**src/rtl/mem_arbiter.sv**
```systemverilog
// -----------------------------------------------------------------------------
// mem_arbiter
//
// Two-port arbiter in front of a single 4096 x 16 synchronous RAM. A CPU port
// and a loader/debug port each issue single-word read or write requests; the
// arbiter serialises them through a four-state FSM
// (IDLE -> ISSUE -> CAPTURE -> ACK -> IDLE), so every transaction occupies
// the RAM for exactly one enable cycle and completes with a one-cycle ack.
//
// Arbitration happens only in IDLE. The loader is always eligible; the CPU is
// eligible only while ld_lock is low. On a tie the port that was not served
// last wins (round-robin on the owner flag).
//
// Ports
//   clk, reset               clock (rising edge) and async active-high reset
//   cpu_req/we/addr/wdata    CPU request (held until cpu_ack)
//   cpu_rdata, cpu_ack       CPU read data (held between reads) / done pulse
//   ld_req/we/addr/wdata     loader request (held until ld_ack)
//   ld_rdata, ld_ack         loader read data / done pulse
//   ld_lock                  blocks new CPU grants while high
//   ram_r_en, ram_w_en       RAM enables, high only in ISSUE
//   ram_r_addr, ram_w_addr   RAM address (both always equal)
//   ram_w_data, ram_r_data   RAM write data / read data (valid cycle after r_en)
//   busy                     FSM not in IDLE
//   owner                    current/last grantee: 0 = CPU, 1 = loader
// -----------------------------------------------------------------------------
module mem_arbiter (
    input  logic        clk,
    input  logic        reset,

    input  logic        cpu_req,
    input  logic        cpu_we,
    input  logic [11:0] cpu_addr,
    input  logic [15:0] cpu_wdata,
    output logic [15:0] cpu_rdata,
    output logic        cpu_ack,

    input  logic        ld_req,
    input  logic        ld_we,
    input  logic [11:0] ld_addr,
    input  logic [15:0] ld_wdata,
    output logic [15:0] ld_rdata,
    output logic        ld_ack,
    input  logic        ld_lock,

    output logic        ram_r_en,
    output logic        ram_w_en,
    output logic [11:0] ram_r_addr,
    output logic [11:0] ram_w_addr,
    output logic [15:0] ram_w_data,
    input  logic [15:0] ram_r_data,

    output logic        busy,
    output logic        owner
);

    localparam logic [1:0] ST_IDLE    = 2'd0;
    localparam logic [1:0] ST_ISSUE   = 2'd1;
    localparam logic [1:0] ST_CAPTURE = 2'd2;
    localparam logic [1:0] ST_ACK     = 2'd3;

    logic [1:0]  state_q,     state_d;
    logic        owner_q,     owner_d;
    logic        we_q,        we_d;
    logic [11:0] addr_q,      addr_d;
    logic [15:0] wdata_q,     wdata_d;
    logic [15:0] cpu_rdata_q, cpu_rdata_d;
    logic [15:0] ld_rdata_q,  ld_rdata_d;

    logic cpu_elig;
    logic ld_elig;
    logic grant_ld;

    // Eligibility and round-robin choice. With both eligible, owner_q = 0
    // means the CPU was served last, so the loader takes this turn.
    always_comb begin
        cpu_elig = cpu_req & ~ld_lock;
        ld_elig  = ld_req;
        grant_ld = ld_elig & (~cpu_elig | ~owner_q);
    end

    always_comb begin
        state_d     = state_q;
        owner_d     = owner_q;
        we_d        = we_q;
        addr_d      = addr_q;
        wdata_d     = wdata_q;
        cpu_rdata_d = cpu_rdata_q;
        ld_rdata_d  = ld_rdata_q;

        case (state_q)
            ST_IDLE: begin
                if (cpu_elig | ld_elig) begin
                    state_d = ST_ISSUE;
                    owner_d = grant_ld;
                    if (grant_ld) begin
                        we_d    = ld_we;
                        addr_d  = ld_addr;
                        wdata_d = ld_wdata;
                    end else begin
                        we_d    = cpu_we;
                        addr_d  = cpu_addr;
                        wdata_d = cpu_wdata;
                    end
                end
            end

            ST_ISSUE: begin
                state_d = ST_CAPTURE;
            end

            // RAM read data is valid during this cycle (one after the enable).
            ST_CAPTURE: begin
                state_d = ST_ACK;
                if (!we_q) begin
                    if (owner_q) begin
                        ld_rdata_d = ram_r_data;
                    end else begin
                        cpu_rdata_d = ram_r_data;
                    end
                end
            end

            ST_ACK: begin
                state_d = ST_IDLE;
            end

            default: begin
                state_d = ST_IDLE;
            end
        endcase
    end

    // owner resets to the loader so the CPU wins the first tie.
    always_ff @(posedge clk or posedge reset) begin
        if (reset) begin
            state_q     <= ST_IDLE;
            owner_q     <= 1'b1;
            we_q        <= 1'b0;
            addr_q      <= 12'h000;
            wdata_q     <= 16'h0000;
            cpu_rdata_q <= 16'h0000;
            ld_rdata_q  <= 16'h0000;
        end else begin
            state_q     <= state_d;
            owner_q     <= owner_d;
            we_q        <= we_d;
            addr_q      <= addr_d;
            wdata_q     <= wdata_d;
            cpu_rdata_q <= cpu_rdata_d;
            ld_rdata_q  <= ld_rdata_d;
        end
    end

    // Outputs decode directly from registered state, so the asynchronous
    // reset drives every one of them to its idle value immediately.
    always_comb begin
        ram_r_en   = (state_q == ST_ISSUE) & ~we_q;
        ram_w_en   = (state_q == ST_ISSUE) &  we_q;
        ram_r_addr = addr_q;
        ram_w_addr = addr_q;
        ram_w_data = wdata_q;

        cpu_ack    = (state_q == ST_ACK) & ~owner_q;
        ld_ack     = (state_q == ST_ACK) &  owner_q;
        cpu_rdata  = cpu_rdata_q;
        ld_rdata   = ld_rdata_q;

        busy       = (state_q != ST_IDLE);
        owner      = owner_q;
    end

endmodule
```
**config.mk**
```make
export PLATFORM = sky130hd
export DESIGN_NAME = mem_arbiter
export DESIGN_NICKNAME = d
export VERILOG_FILES = /design/src/rtl/mem_arbiter.sv
export SDC_FILE = /design/constraint.sdc
export NUM_CORES = 1
export LEC_CHECK = 0
export ABC_AREA = 1
export CORE_ASPECT_RATIO = 1.75
export CORE_MARGIN = 10
export CORE_UTILIZATION = 38
export CTS_BUF_LIST = sky130_fd_sc_hd__clkbuf_4 sky130_fd_sc_hd__clkbuf_8
export CTS_CLUSTER_SIZE = 24
export DETAILED_ROUTE_END_ITERATION = 7
export PLACE_DENSITY = 0.79
export REMOVE_ABC_BUFFERS = 1
export SLEW_MARGIN = 40
export SYNTH_ARGS = -nofsm -noshare
export SYNTH_HDL_FRONTEND = slang
export SYNTH_SLANG_ARGS = --single-unit
export TNS_END_PERCENT = 30
```
**constraint.sdc**
```tcl
create_clock -name clk -period 2 [get_ports clk]
set_input_delay 0.3 -clock clk [delete_from_list [all_inputs] [get_ports clk]]
set_output_delay 0.3 -clock clk [all_outputs]
set_load 0.02 [all_outputs]
```
==> summary.log <==
INFO  sta            grt_setup_unrepaired=no
INFO  power          design_power_total=7.82mW
INFO  floorplan      rows=44
INFO  floorplan      die_w=89.0um
INFO  power          power.leakage=2.62nW
INFO  synthesis      synth.avg_cell_area=7.64um^2
INFO  cells_and_area antenna_cells_inserted=0
INFO  clocking       worst_setup_hold_path_clk_slew=0.08ns
INFO  power          vdd.ir_drop.worst=0.766mV
INFO  cells_and_area most_frequent_standard_cell_in_the_layout_excluding_fill_and_tap_cells=sky130_fd_sc_hd__clkdlybuf4s50_1
INFO  cells_and_area final-seq-area=0.00160mm^2
INFO  setup_path     timing.critical_path.cells=clkdlybuf4s50_1
INFO  place          hpwl=7420um
INFO  synthesis      synth-xor-area-share=0
INFO  place          placement.setup.worst_slack=0.250ns
INFO  sta            post-route-min-period=1.86ns
INFO  setup_path     critPathCaptureType=primary output
INFO  synthesis      yosysSeqAreaShare=0.507
INFO  floorplan      io_pins=157
INFO  cells_and_area fin_nets=641
INFO  place          place_congestion=0.801
INFO  synthesis      synth.lib_cells_used.distinct=17
INFO  sta            clock-skew-final=0.0105ns
INFO  clocking       sink_count=64
INFO  synthesis      synth.yosys.warnings=0
INFO  sta            setup_viol_count_final=0
INFO  place          io_buf_count=156
INFO  cells_and_area multi_input_gate_area_in_the_final_layout=0.00104mm^2
INFO  floorplan      die_area=0.0125mm^2
INFO  clocking       clock_insertion_delay_worst_skew=0.34ns
INFO  route          via_per_inst=4.66
INFO  clocking       tritoncts=built
INFO  place          dpl-instance-area=0.00475mm^2
INFO  sta            fin_setup_tns=0ns
INFO  setup_path     critical_path.top_delay_family=buffers and inverters
INFO  synthesis      synth.mux.area_fraction=0
INFO  power          switching_power=3.14mW
INFO  run_status     status=completed
INFO  sta            worst_slack=0.135ns
INFO  clocking       cts.htree.levels=3
INFO  synthesis      synth_area_in_simple_gates=0.254
INFO  floorplan      initial_core_util=0.385
INFO  route          detail_route.iter0.violations=58
INFO  synthesis      postSynthRegisterBits=64
INFO  setup_path     critical-path-slowest-cell=sky130_fd_sc_hd__clkdlybuf4s50_1
INFO  route          route.vias.total=3,050
INFO  hold_path      min-delay-path-class=in2async
INFO  flow_run       maxCapViolations=0
INFO  cells_and_area stdcell_area=0.00500mm^2
INFO  power          switching_share=0.402
INFO  global_routing grt_start_max_net_pins=65
INFO  setup_path     cp.buffers_inverters=1
INFO  setup_path     critical_path.max_stage_delay=0.63ns
INFO  clocking       clock_tree.root_cell=sky130_fd_sc_hd__clkbuf_8
INFO  synthesis      synth_compound_area_frac=0.0598
INFO  synthesis      post_synth_inst_count=414
INFO  route          detail_route.first_pass.iterations=4
INFO  cells_and_area area_growth=58.0%
INFO  global_routing grtUsageTotal=0.156
INFO  global_routing number_of_global_route_vias_before_repair=3,143
INFO  synthesis      largest_family_of_logic_cells_by_synthesized_area=simple AND/OR/NAND/NOR gates
INFO  clocking       post-cts-setup-buffers=0
INFO  route          final_antenna_net_count=0
INFO  setup_path     crit_start_category=flip-flop
INFO  power          p_comb_frac=0.525
INFO  synthesis      yosys.area_share.adder=0.0158
INFO  cells_and_area num-fill-cells=772
INFO  setup_path     crit_fanout=7
INFO  route          post_drt_wl_per_cell=14.6um
INFO  global_routing globalRoute.totalOverflow=0
INFO  sta            tightest_slew=0.349ns
INFO  route          detail_route.wirelength=9560um
INFO  sta            achievable-frequency=536MHz
INFO  setup_path     critical_path_required=1.70ns
INFO  sta            relSlewSlack=0.767
INFO  global_routing initial_antenna_violation_count=0
INFO  power          power_frac_seq=0.303
INFO  sta            slew_viol_final=0
INFO  setup_path     criticalPathCategory=reg2out
INFO  synthesis      post_synthesis_cell_area=0.00316mm^2
INFO  route          detail_route.drc_violations=0
INFO  power          internal_power=4.68mW
INFO  global_routing grt_first_pass_wirelength=15,300um
INFO  sta            layout_worst_path_cycle_share=0.932
INFO  clocking       ctsLongestPathBuffers=2
INFO  power          cell_area_power_density=1570mW/mm^2
INFO  floorplan      core=0.00820mm^2
INFO  power          clockPowerShare=0.172
INFO  sta            number_of_hold_slack_violations_in_the_final_timing_report=0
INFO  cells_and_area fraction_of_layout_instances_using_a_drive_strength_above_1=0.0551
INFO  cells_and_area commonest_non_fill_non_tap_cells_in_the_layout=sky130_fd_sc_hd__clkdlybuf4s50_1 (151), sky130_fd_sc_hd__nand2_1 (128), sky130_fd_sc_hd__inv_1 (82)
INFO  setup_path     timing.critical_path.arrival=1.56ns
INFO  clocking       number_of_buffers_created_by_cts=9
INFO  floorplan      die-height=141um
## synthesized netlist by cell type
library cell,count,share of area
sky130_fd_sc_hd__nand3_2,1,0.0032
sky130_fd_sc_hd__inv_2,1,0.0012
sky130_fd_sc_hd__dfstp_2,1,0.0083
sky130_fd_sc_hd__nand3_1,59,0.093
sky130_fd_sc_hd__inv_1,83,0.099
sky130_fd_sc_hd__o21ai_0,36,0.057
sky130_fd_sc_hd__nand3b_1,1,0.0024
sky130_fd_sc_hd__buf_4,12,0.028
sky130_fd_sc_hd__nor2_1,3,0.0036
sky130_fd_sc_hd__buf_6,2,0.0071
sky130_fd_sc_hd__buf_2,13,0.021
sky130_fd_sc_hd__nand2_1,128,0.15
sky130_fd_sc_hd__dfrtp_1,63,0.50
sky130_fd_sc_hd__a21oi_2,1,0.0028
sky130_fd_sc_hd__clkbuf_1,5,0.0059
sky130_fd_sc_hd__ha_1,4,0.016
sky130_fd_sc_hd__buf_1,1,0.0012
## final cells by class
type,instances,share of cell area
Clock buffer,9,0.0248
Clock inverter,7,0.0240
Inverter,84,0.0631
Multi-Input combinational cell,233,0.209
Sequential cell,64,0.321
Tap cell,92,0.0230
Timing Repair Buffer,166,0.335
## worst paths after layout
check | from | endpoint | slack (ns) | cells after the start
max in group asynchronous | reset | owner | 1.33 | 3
worst max register to register | state_q[0] | ram_r_addr[0] | 0.56 | 7
worst min register to register | ram_w_data[12] | ram_w_data[12] | 0.49 | 2
min in group clk | ram_w_data[12] | ram_w_data[12] | 0.49 | 2
worst max-delay path | owner | owner | 0.14 | 1
worst min-delay path | reset | cpu_rdata[4] | 0.33 | 3
## state kept, by name, summed over array words and instances, names as in the netlist
register / cells
ld_rdata: 16
cpu_rdata: 16
state_q: 2
owner: 1
ram_r_addr: 12
ram_w_data: 16
we_q: 1
## power by group through the flow
stage               clock network, mW  logic (mW)  registers [mW]
floorplan                           0        1.06            3.26
global placement                    0        4.11            2.37
detailed placement                  0        4.20            2.39
CTS                              1.38        4.19            2.38
global route                     1.44        4.47            2.45
finish                           1.35        4.10            2.37
## per-stage QoR
step,std cells,hold slack [ns],util
finish,655,0.331,0.609
global route,655,0.358,0.609
CTS,655,0.341,0.608
detailed placement,639,0.469,0.579
global placement,639,0.463,0.579
floorplan,381,0.461,-
## logic make-up after synthesis
| group | count (synthesis) |
|---|---|
| buffers and inverters | 117 |
| adder cells (fa/ha/maj) | 4 |
| AND/OR/NAND/NOR | 192 |
| flip-flops | 64 |
| AO/OA/AOI/OAI | 37 |
## metal layers
layer | part of all wire | track usage | vias up
li1 | - | - | 1524
met1 | 0.38 | 0.161 | 1393
met2 | 0.51 | 0.269 | 115
met3 | 0.081 | 0.0485 | 18
met4 | 0.028 | 0.0833 | 0
met5 | 0 | 0 | -
## what timing repair did
action                                  CTS  global route
gates cloned                              0             0
endpoints found under the hold margin     0             0
gates resized for setup                   3             2
pin swaps                                 0             0
hold buffers                              0             0
endpoints found under the setup margin    3             2
Power figures use the tool's default switching activity.
